File: src/rtl/otter_intr_pkg.sv
// Shared types and constants for the OTTER interrupt controller.
package otter_intr_pkg;

    localparam int MAX_SRC = 16;

    localparam logic [3:0] PEND_OFS = 4'h0;
    localparam logic [3:0] EN_OFS   = 4'h4;
    localparam logic [3:0] STAT_OFS = 4'h8;

    typedef enum logic [1:0] {
        IDLE = 2'd0,
        REQ  = 2'd1,
        SVC  = 2'd2
    } state_t;

    // Lowest set index wins, so source 0 has the highest priority.
    function automatic logic [3:0] lowest_set(input logic [MAX_SRC-1:0] v);
        lowest_set = '0;
        for (int i = MAX_SRC - 1; i >= 0; i--) begin
            if (v[i]) lowest_set = 4'(i);
        end
    endfunction

endpackage

File: src/rtl/otter_intr_ctrl_if.sv
// Bus and CPU-interrupt signals between the OTTER MCU (master) and the controller (slave).
interface otter_intr_ctrl_if;
    // iobus_wr is a single-cycle store strobe with no stall; cpu_intr is held
    // until a one-cycle cpu_ack pulse accepts it, or software withdraws it.
    logic [31:0] iobus_addr;
    logic [31:0] iobus_out;
    logic        iobus_wr;
    logic [31:0] ic_rdata;
    logic        cpu_intr;
    logic        cpu_ack;
    logic [3:0]  active_id;

    modport master (
        output iobus_addr, iobus_out, iobus_wr, cpu_ack,
        input  ic_rdata, cpu_intr, active_id
    );

    modport slave (
        input  iobus_addr, iobus_out, iobus_wr, cpu_ack,
        output ic_rdata, cpu_intr, active_id
    );
endinterface

File: src/rtl/intr_sync_edge.sv
// One interrupt line: two-flop synchroniser followed by a rising-edge pulse.
module intr_sync_edge (
    input  logic clk,
    input  logic rst,
    input  logic din,
    output logic rise
);
    logic s1, s2, s3;

    always_ff @(posedge clk) begin
        if (rst) begin
            s1 <= 1'b0;
            s2 <= 1'b0;
            s3 <= 1'b0;
        end else begin
            s1 <= din;
            s2 <= s1;
            s3 <= s2;
        end
    end

    assign rise = s2 & ~s3;
endmodule

File: src/rtl/otter_intr_ctrl.sv
// Interrupt controller: pending/enable registers, fixed priority, request/ack/EOI FSM.
module otter_intr_ctrl
    import otter_intr_pkg::*;
#(
    parameter int          NUM_SRC   = 8,
    parameter logic [31:0] BASE_ADDR = 32'h1100_0200
) (
    input  logic               clk,
    input  logic               rst,
    input  logic [NUM_SRC-1:0] irq_src,
    otter_intr_ctrl_if.slave   bus,
    output state_t             state_dbg
);
    localparam logic [MAX_SRC-1:0] SRC_MASK = MAX_SRC'((64'd1 << NUM_SRC) - 64'd1);

    state_t               state;
    logic                 in_service;
    logic [MAX_SRC-1:0]   pend, en;
    logic [NUM_SRC-1:0]   rise_v;
    logic [MAX_SRC-1:0]   rise16;
    logic [MAX_SRC-1:0]   wdata, eligible, clr;
    logic [3:0]           winner, ofs;
    logic                 hit, pend_wr, en_wr, eoi, ack_req, drop;
    logic                 unused_wdata_hi;

    for (genvar g = 0; g < NUM_SRC; g++) begin : g_sync
        intr_sync_edge u_sync (
            .clk  (clk),
            .rst  (rst),
            .din  (irq_src[g]),
            .rise (rise_v[g])
        );
    end

    always_comb begin
        rise16 = '0;
        rise16[NUM_SRC-1:0] = rise_v;
    end

    assign hit             = (bus.iobus_addr[31:4] == BASE_ADDR[31:4]);
    assign ofs             = bus.iobus_addr[3:0];
    assign wdata           = bus.iobus_out[MAX_SRC-1:0] & SRC_MASK;
    assign unused_wdata_hi = ^bus.iobus_out[31:MAX_SRC];
    assign pend_wr         = bus.iobus_wr && hit && (ofs == PEND_OFS);
    assign en_wr           = bus.iobus_wr && hit && (ofs == EN_OFS);
    assign eoi             = bus.iobus_wr && hit && (ofs == STAT_OFS);

    assign eligible = pend & en;
    assign winner   = lowest_set(eligible);
    assign ack_req  = (state == REQ) && bus.cpu_ack;
    // Software withdrawing the requested source cancels the request.
    assign drop     = (en_wr && !wdata[bus.active_id]) || (pend_wr && wdata[bus.active_id]);
    assign clr      = (pend_wr ? wdata : '0) | (ack_req ? (MAX_SRC'(1) << bus.active_id) : '0);

    // A new edge beats any same-cycle clear of that bit.
    always_ff @(posedge clk) begin
        if (rst) begin
            pend <= '0;
            en   <= '0;
        end else begin
            pend <= ((pend & ~clr) | rise16) & SRC_MASK;
            if (en_wr) en <= wdata;
        end
    end

    // cpu_intr lags the REQ state by one edge; ack or drop pulls it low at once.
    always_ff @(posedge clk) begin
        if (rst) begin
            state         <= IDLE;
            bus.cpu_intr  <= 1'b0;
            bus.active_id <= '0;
            in_service    <= 1'b0;
        end else begin
            case (state)
                IDLE: begin
                    bus.cpu_intr <= 1'b0;
                    in_service   <= 1'b0;
                    if (|eligible) begin
                        bus.active_id <= winner;
                        state         <= REQ;
                    end
                end
                REQ: begin
                    if (bus.cpu_ack) begin
                        state        <= SVC;
                        bus.cpu_intr <= 1'b0;
                        in_service   <= 1'b1;
                    end else if (drop) begin
                        state        <= IDLE;
                        bus.cpu_intr <= 1'b0;
                    end else begin
                        bus.cpu_intr <= 1'b1;
                    end
                end
                SVC: begin
                    bus.cpu_intr <= 1'b0;
                    if (eoi) begin
                        state      <= IDLE;
                        in_service <= 1'b0;
                    end
                end
                default: begin
                    state        <= IDLE;
                    bus.cpu_intr <= 1'b0;
                    in_service   <= 1'b0;
                end
            endcase
        end
    end

    always_comb begin
        bus.ic_rdata = '0;
        if (hit) begin
            case (ofs)
                PEND_OFS: bus.ic_rdata = {16'b0, pend};
                EN_OFS:   bus.ic_rdata = {16'b0, en};
                STAT_OFS: bus.ic_rdata = {27'b0, in_service, bus.active_id};
                default:  bus.ic_rdata = '0;
            endcase
        end
    end

    assign state_dbg = state;
endmodule

File: src/flat_wrapper.sv
// flat-port wrapper written by rule: the top's interface ports become plain ports
module otter_intr_ctrl_flat import otter_intr_pkg::*;
#(
    parameter int          NUM_SRC   = 8,
    parameter logic [31:0] BASE_ADDR = 32'h1100_0200
)
  (clk, rst, irq_src, state_dbg, bus_iobus_addr, bus_iobus_out, bus_iobus_wr, bus_cpu_ack, bus_ic_rdata, bus_cpu_intr, bus_active_id);
  otter_intr_ctrl_if bus_i ();
  input  logic clk;
  input  logic rst;
  input  logic [NUM_SRC-1:0] irq_src;
  output state_t state_dbg;
  input wire logic [$bits(bus_i.iobus_addr)-1:0] bus_iobus_addr;
  input wire logic [$bits(bus_i.iobus_out)-1:0] bus_iobus_out;
  input wire logic [$bits(bus_i.iobus_wr)-1:0] bus_iobus_wr;
  input wire logic [$bits(bus_i.cpu_ack)-1:0] bus_cpu_ack;
  output wire logic [$bits(bus_i.ic_rdata)-1:0] bus_ic_rdata;
  output wire logic [$bits(bus_i.cpu_intr)-1:0] bus_cpu_intr;
  output wire logic [$bits(bus_i.active_id)-1:0] bus_active_id;
  assign bus_i.iobus_addr = bus_iobus_addr;
  assign bus_i.iobus_out = bus_iobus_out;
  assign bus_i.iobus_wr = bus_iobus_wr;
  assign bus_i.cpu_ack = bus_cpu_ack;
  assign bus_ic_rdata = bus_i.ic_rdata;
  assign bus_cpu_intr = bus_i.cpu_intr;
  assign bus_active_id = bus_i.active_id;
  otter_intr_ctrl #(.NUM_SRC(NUM_SRC), .BASE_ADDR(BASE_ADDR)) u_core (.clk(clk), .rst(rst), .irq_src(irq_src), .bus(bus_i), .state_dbg(state_dbg));
endmodule
File: config.mk
export PLATFORM = sky130hd
export DESIGN_NAME = otter_intr_ctrl_flat
export DESIGN_NICKNAME = d
export VERILOG_FILES = /design/src/rtl/otter_intr_pkg.sv /design/src/rtl/otter_intr_ctrl_if.sv /design/src/rtl/intr_sync_edge.sv /design/src/rtl/otter_intr_ctrl.sv /design/src/flat_wrapper.sv
export SDC_FILE = /design/constraint.sdc
export NUM_CORES = 1
export LEC_CHECK = 0
export ABC_AREA = 1
export CORE_UTILIZATION = 45
export CTS_BUF_LIST = sky130_fd_sc_hd__clkbuf_2
export DETAILED_ROUTE_END_ITERATION = 10
export PLACE_DENSITY_LB_ADDON = 0.25
export SYNTH_ARGS = -nofsm -noshare
export SYNTH_HDL_FRONTEND = slang
export SYNTH_SLANG_ARGS = --single-unit
File: constraint.sdc
create_clock -name clk -period 3.6 [get_ports clk]
set_input_delay 0.72 -clock clk [delete_from_list [all_inputs] [get_ports clk]]
set_output_delay 0.72 -clock clk [all_outputs]
set_load 0.01 [all_outputs]
After elaboration in Yosys (flattened, before gate mapping)
Cells that the tools add are included.

word-level totals
  output and inout bits = 39
  register bits = 48

operators by class
  reductions and logical operators = 16
  order comparisons = 1
  eq/ne operators = 9
  multiplexer cells = 31
  bitwise logic cells = 22
  shift-type cells = 1

operators by type and width
  cell                                                        number
  two-way mux 4 bit                                           16
  equality test 28 x 25 -> 1 bit, second input constant       1
  case mux 8 bit (3 select lines)                             1
  AND 8 bit                                                   2
  two-way mux 16 bit                                          1
  two-way mux 8 bit                                           2
  OR 8 bit                                                    2
  OR reduction 16 bit                                         1
  NOT 1 bit                                                   9
  AND 1 bit                                                   8
  two-way mux 2 bit                                           4
  NOT 8 bit                                                   1
  left shift 1 x 4 -> 8 bit, first input constant             1
  logical AND 1 bit                                           7
  case mux 2 bit (3 select lines)                             1
  less-than comparator 4 x 5 -> 1 bit, second input constant  1
  binary-select mux 1 bit (select 4 bit)                      1
  equality test 4 x 3 -> 1 bit, second input constant         1
  equality test 4 bit, second input constant                  1
  logical NOT 4 bit                                           1
  two-way mux 1 bit                                           4
  != test 2 x 1 -> 1 bit, second input constant               2
  AND reduction 2 bit                                         2
  != test 3 x 2 -> 1 bit, second input constant               1
  other kinds (9)                                             9

Depth between registers and ports, before layout
Gate-level depths: netlist (run 1).

  depth after elaboration = 16
  depth in mapped cells = 11
  gate-level depth less buffers = 11

Modules after synthesis
Synthesis (run 1) repeated with hierarchy kept, for this count alone.

second synthesis, totals
  cell total of the unflattened synthesis = 351
  area, all modules = 2342.2 um^2

modules (own cells, without submodules)
  module           area an instance (um^2)  instances  cells an instance  sequential area each (um^2)
  otter_intr_ctrl  1651.6                   1          271                460.4
  intr_sync_edge   86.3                     8          10                 60.1

Worst setup path before layout (run 1)
Ideal clock, no wire load.

  path type = input port to output port
  from = input port bus_iobus_addr[25]
  to = output port bus_ic_rdata[0]
  required time = 2.880 ns
  path buffers = 0
  arrival time = 1.641 ns
  slack = 1.239 ns
  cell stages on the path = 7
  cell sequence = inv_1 -> nand2_1 -> nor2_1 -> nand3_1 -> nor2_4 -> o211ai_1 -> a31oi_1

on the way
  cells in the longest elaborated chain, start to end = 2

RTL lines
  what                            line                    RTL
  start: declaration              flat_wrapper.sv:13      input wire logic [$bits(bus_i.iobus_addr)-1:0] bus_iobus_addr;
  equality test 28 x 25 -> 1 bit  otter_intr_ctrl.sv:40   assign hit = (bus.iobus_addr[31:4] == BASE_ADDR[31:4]);
  two-way mux 16 bit              otter_intr_ctrl.sv:113  if (hit) begin
  end: declaration                flat_wrapper.sv:17      output wire logic [$bits(bus_i.ic_rdata)-1:0] bus_ic_rdata;

Every way passes these cells.

Worst setup path after layout (run 1)
  from = input port bus_iobus_addr[9]
  to = output port bus_ic_rdata[4]

The elaborated chain is that of the path after synthesis.

==> results of run 1 <==
## routing by layer
layer  global-route usage, %  wire [um]  vias up
li1                        -          -     1134
met1                    25.1       2210      948
met3                    4.66        419        9
met4                    6.41         72        0
met2                    33.1       2400       97
met5                       0          0        -
## cells in the mapped netlist
library cell and n:
a21boi_0 1, a21oi_1 19, a21oi_2 2, a31oi_1 5, buf_4 25, buf_6 1
clkbuf_1 5, clkinv_1 1, clkinv_2 1, conb_1 1, dfxtp_1 47, inv_1 54
inv_2 1, nand2_1 68, nand2_2 1, nand3_1 14, nand3_2 2, nor2_1 58
nor2_2 1, nor2_4 3, nor3_1 1, nor4_2 1, o211ai_1 1, o21ai_0 13
o21ai_2 2, o32ai_1 8
## flip-flops by register name, indices dropped and copies added, names as in the netlist
name / cells
u_core.en: 8
u_core.bus.active_id: 3
u_core.in_service: 1
u_core.g_sync.u_sync.s1: 8
u_core.bus.cpu_intr: 1
u_core.state_dbg: 2
u_core.g_sync.u_sync.s2: 8
u_core.g_sync.u_sync.s3: 8
u_core.pend: 8
## metrics by stage
step / worst slack, ns / cells / util [%] / area, sq um / hold slack [ns]
after global routing: 0.140 / 473 / 61.9 / 3000 / 0.436
after detailed placement: 0.136 / 464 / 60.7 / 2950 / 0.396
after global placement: 0.124 / 464 / 60.7 / 2950 / 0.389
final: 0.279 / 473 / 61.9 / 3000 / 0.420
after floorplan: 1.24 / 360 / - / 2410 / 0.388
after CTS: 0.136 / 472 / 61.7 / 2990 / 0.423
## worst paths after layout
path / start / end / slack [ns] / depth (start not counted)
worst min register to register: u_core.g_sync[4].u_sync.s1$_SDFF_PP0_ / u_core.g_sync[4].u_sync.s2$_SDFF_PP0_ / 0.42 / 2
worst max register to register: u_core.pend[2]$_SDFF_PP0_ / u_core.bus.active_id[1]$_SDFFE_PP0P_ / 1.92 / 7
worst max-delay path: bus_iobus_addr[9] / bus_ic_rdata[4] / 0.28 / 11
worst min-delay path: u_core.g_sync[4].u_sync.s1$_SDFF_PP0_ / u_core.g_sync[4].u_sync.s2$_SDFF_PP0_ / 0.42 / 2
## kinds of logic after synthesis
family | count (synthesis)
flops | 47
other cells | 1
simple gates | 149
buf+inv | 88
compound gates | 51
## timing repair
| item | in CTS | in global routing |
|---|---|---|
| setup buffers | 0 | 1 |
| hold endpoints to repair | 0 | 0 |
| endpoints found under the setup margin | 0 | 3 |
## worst max-delay path, delay by kind of cell
kind	cells	cell delay, ns
buffers and inverters	4	1.22
and+or+nand+nor	5	0.39
AOI/OAI and AO/OA	2	0.26
## where the power goes
part	internal, uW	switching, uW	leakage [uW]
clock	51.2	177	0.0000333
sequential	538	7.54	0.000384
combinational	63.5	53.6	0.000892
total	652	238	0.00131
## layout make-up
class	instances	area share [%]
well taps	67	2.79
multi-input cells	225	34.4
repair buffers	69	22.7
flip-flops and latches	47	31.4
inverters	57	7.17
clock inverters	3	0.751
clock buffers	5	0.834
## layout by cell type (no fill, tap or decap)
master           Yosys  routed
nand2_1             68      68
clkdlybuf4s50_1      0      65
nor2_1              58      58
inv_1               54      54
dfxtp_1             47      47
conb_1               1      25
a21oi_1             19      19
nand3_1             14      14
o21ai_0             13      13
o32ai_1              8       8
a31oi_1              5       5
clkbuf_2             0       5
buf_4               25       4
nor2_4               3       3
nand3_2              2       2
clkinv_2             1       2
o21ai_2              2       2
a21oi_2              2       2
nor2_2               1       1
nand2_2              1       1
inv_2                1       1
o211ai_1             1       1
nor4_2               1       1
nor3_1               1       1
clkinv_1             1       1
a21boi_0             1       1
inv_6                0       1
clkinv_4             0       1
==> impl_results.md, run 1 <==
* Status: finished clean
* Warnings, synthesis at 0
* Crit path max fanout at 8
* Synth Area in XOR/XNOR at 0%
* Sequential fraction of the synthesis area at 40.6%
* Crit path largest cell delay at 0.57 ns
* Initial Utilization at roughly 48%
* Die width at 73.7 um
* Simple-gate area share of the yosys netlist at 27.1%
* Peak supply drop at 0.225 mV
* 1st-pass router iterations at 4
* Final Hold Viols at 0
* Multi-input gate area at just over 1000 sq um
* Total power at 891 uW
* Avg Cell Area, Syn at roughly 6.9 sq um
* Vias in the first global route at 1884
* Worst slew margin at 55.1%
* Synth cell types at 26
* Clock skew at ~0.0026 ns
* Core footprint at 4850 sq um
* Largest family of logic cells by synthesized area: simple AND/OR/NAND/NOR gates
* Post-synth top area cell: dfxtp_1
* Synth top area cells: dfxtp_1 41%, nand2_1 11%, nor2_1 9.4%
* Die Height at approximately 74 um
* Register Area at 941 sq um
* Avg Vias per Cell at 4.63
* ANT cells at 0
* Grt total ovfl at 0
* Startpoint types: primary input
* Multiplexer share of the synthesized area at 0%
* Final HPWL DP at 3970 um
* Clock Latency Late Sink at 0.42 ns
* Avg WL per Cell at 10.8 um
* Final setup TNS at 0 ns
* Via count at around 2200
* Post-Syn Instances at between 300 and 400
* Leakage at 0.00131 uW
* Post-synth top area share at between 40% and 50%
* Fillers at 463
* Req. time, crit path at 2.88 ns
* # nets final at 481
* Data arrival time of the worst path at 2.60 ns
* Routed wire length at 5100 um
* CTS tree: done
* Antenna Nets Post-Route at 0
* First-pass GRT wire length at 8200 um
* Largest net degree at the start of global routing at 38
* CTS buffer count at 5
* GR Util All Layers at 19.8%
* RSZ-0062 raised after global routing: false
* # rows at 25
* CTS Sinks at 47
* Synth Cell Area at 2320 sq um
* Final min period at approximately 3.3 ns
* DRT iter0 DRCs at roughly 200
* Ports at 115
* Crit-path slowest cell: clkdlybuf4s50_1
* Clk pin slew, worst setup/hold paths at 0.24 ns
* Setup CP Type: in -> out
* Share of cells above drive strength 1 at 6.40%
* CP Cell Sequence: clkdlybuf4s50_1, inv_1, nor2_1, nand2_1, nor2_1, nand2_1, nor2_4, o211ai_1, buf_4, a31oi_1, clkdlybuf4s50_1
* HP Class: reg -> reg
* Cts hold-fix bufs at 0
* Compound-Gate Fraction of Synth Area at 13.5%
* Fmax at 301 MHz
* Gpl congestion at ~0.86
* Worst Tran Pin Value at 0.667 ns
* DRC Markers at 0
* Final setup fails at 0
* Crit end category: output pin
* Layout Area Growth over Synthesis at 29.6%
* Power Dens Cells at around 300 nW/um^2
* Final period utilization at 92.3%
* Synth Area in Adders at 0%
* I/O Buffers at 65
* Slew Limit Fails at 0
* Initial antenna violation count at 0
* CTS root buf: clkbuf_2
* H-tree levels at 2
* Maxcap violations at 0
* PostCTS Resize Cnt at 0
* Die footprint at 5440 sq um
* Yosys reg bits at 47
* Max clock buf depth at 2
Note: power is estimated with default switching activity, not from simulation.
==> run 2: changes to the inputs <==
- CORE_MARGIN: not set -> 3
- CTS_BUF_LIST: sky130_fd_sc_hd__clkbuf_2 -> sky130_fd_sc_hd__clkbuf_2 sky130_fd_sc_hd__clkbuf_4 sky130_fd_sc_hd__clkbuf_8
==> run 2 against run 1 <==
Net effect:
- sequential share of layout area is 0.43 points lower
- die area is 11% higher
- critical path depth is 2 lower
- register-to-register slack better by 0.11 ns
==> impl_results.md, run 2 (synthesis results as in run 1) <==
* Status: finished clean
* Via count at 2153
* Crit path largest cell delay at roughly 0.57 ns
* Power Dens Cells at 320 nW/um^2
* Die width at 77.7 um
* Antenna Nets Post-Route at 0
* Avg WL per Cell at 11.4 um
* GR Util All Layers at a little under a fifth
* Setup repair bufs after CTS at 0
* Avg Vias per Cell at around 4.6
* Share of cells above drive strength 1 at 6.40%
* Data arrival time of the worst path at 2.64 ns
* RSZ-0062 raised after global routing: false
* Vias in the first global route at between 1500 and 2000
* Crit path max fanout at 8
* Peak supply drop at 0.257 mV
* Cell area after layout at 3040 sq um
* Slew Limit Fails at 0
* CTS buffer count at 5
* Crit end category: output pin
* ANT cells at 0
* Total power at 973 uW
* Most common cell after layout, fill and taps aside: nand2_1
* CTS root buf: clkbuf_8
* 1st-pass router iterations at 5
* PostCTS Resize Cnt at 0
* CP Cell Sequence: clkdlybuf4s50_1, nand2_1, nor2_1, nand3_1, nor2_4, o211ai_1, buf_4, a31oi_1, clkdlybuf4s50_1
* Clock Latency Late Sink at roughly 0.30 ns
* Startpoint types: primary input
* # nets final at about 480
* Layout Area Growth over Synthesis at 31.3%
* Maxcap violations at 0
* DRC Markers at 0
* Final setup fails at 0
* HP Class: reg -> reg
* Clk pin slew, worst setup/hold paths at ~0.09 ns
* Gpl congestion at 0.858
* Fillers at 455
* I/O Buffers at between 60 and 70
* Crit-path leading delay family: buffers and inverters
* # rows at 25
* Initial Utilization at 47.8%
* Most used cell, CP: clkdlybuf4s50_1
* Max clock buf depth at 2
* Die Height at 77.7 um
* Req. time, crit path at 2.88 ns
* Worst path bufs/invs at 3
* Cts hold-fix bufs at 0
* Fmax at between 200 and 300 MHz
* Final HPWL DP at 4240 um
* Crit-path slowest cell: clkdlybuf4s50_1
* Final Hold Viols at 0
* Cell Area, Placed at between 2000 and 3000 sq um
* Grt total ovfl at 0
* Die footprint at 6040 sq um
* Worst slew margin at ~60%
* Ports at 115
* Most frequent cells in the layout: 68 x nand2_1, 65 x clkdlybuf4s50_1, 58 x nor2_1
* Routed wire length at 5410 um
* Setup CP Type: in -> out
* Worst Tran Pin Value at slightly below 0.6 ns
* DRT iter0 DRCs at 134
* CTS tree: done
* Leakage at 0.00132 uW
* Final setup TNS at 0 ns
* Final min period at 3.36 ns
* Final period utilization at 93.3%
* H-tree levels at 2
* Initial antenna violation count at 0
* First-pass GRT wire length at 8940 um
* Largest net degree at the start of global routing at 38
* CTS Sinks at 47
* Clock skew at 0.00719 ns
* Core footprint at 4850 sq um
-- run 2: final timing paths --
path	to	slack (ns)	cells after the start	from
max	bus_ic_rdata[4]	0.24	9	bus_iobus_addr[24]
min	u_core.g_sync[5].u_sync.s2$_SDFF_PP0_	0.40	2	u_core.g_sync[5].u_sync.s1$_SDFF_PP0_
max reg2reg	u_core.bus.active_id[1]$_SDFFE_PP0P_	2.03	7	u_core.pend[2]$_SDFF_PP0_
min reg2reg	u_core.g_sync[5].u_sync.s2$_SDFF_PP0_	0.40	2	u_core.g_sync[5].u_sync.s1$_SDFF_PP0_
-- run 2: layout make-up --
cell class	count	area [sq um]	area share (%)
well taps	67	83.8	2.76
multi-input cells	225	1030	33.9
flip-flops and latches	47	941	30.9
clock buffers	6	76.3	2.51
inverters	57	215	7.08
repair buffers	69	681	22.4
clock inverters	2	12.5	0.411
-- run 2: worst register-to-register path, stage by stage (launching register included) --
cell and delay (ns):
dfxtp_1 0.37, nand2_1 0.10, nand2_1 0.09, nor2_1 0.06, o21ai_0 0.49, o21ai_0 0.17, o21ai_0 0.11, nor2_1 0.06
-- run 2: per-stage QoR --
| stage | cells | setup slack [ns] | util [%] | hold slack (ns) |
|---|---|---|---|---|
| final | 473 | 0.240 | 62.7 | 0.397 |
| after global routing | 473 | 0.160 | 62.7 | 0.420 |
| after CTS | 472 | 0.104 | 62.6 | 0.406 |
| after detailed placement | 464 | 0.115 | 60.7 | 0.394 |
| after global placement | 464 | 0.141 | 60.7 | 0.389 |
| after floorplan | 360 | 1.24 | - | 0.388 |
-- run 2: metal layers --
metal  global-route usage [%]  wire (um)  up-vias
li1                         -          -     1131
met1                     24.4       2470      939
met2                     29.8       2450       74
met3                     4.41        432        9
met4                     4.27         57        0
met5                        0          0        -
-- run 2: power breakdown --
part	leakage [uW]	total, uW	internal [uW]	switching, uW
logic	0.000892	117	63.5	53.6
clock network	0.0000446	313	143	170
registers	0.000384	543	535	7.65
total	0.00132	973	742	231
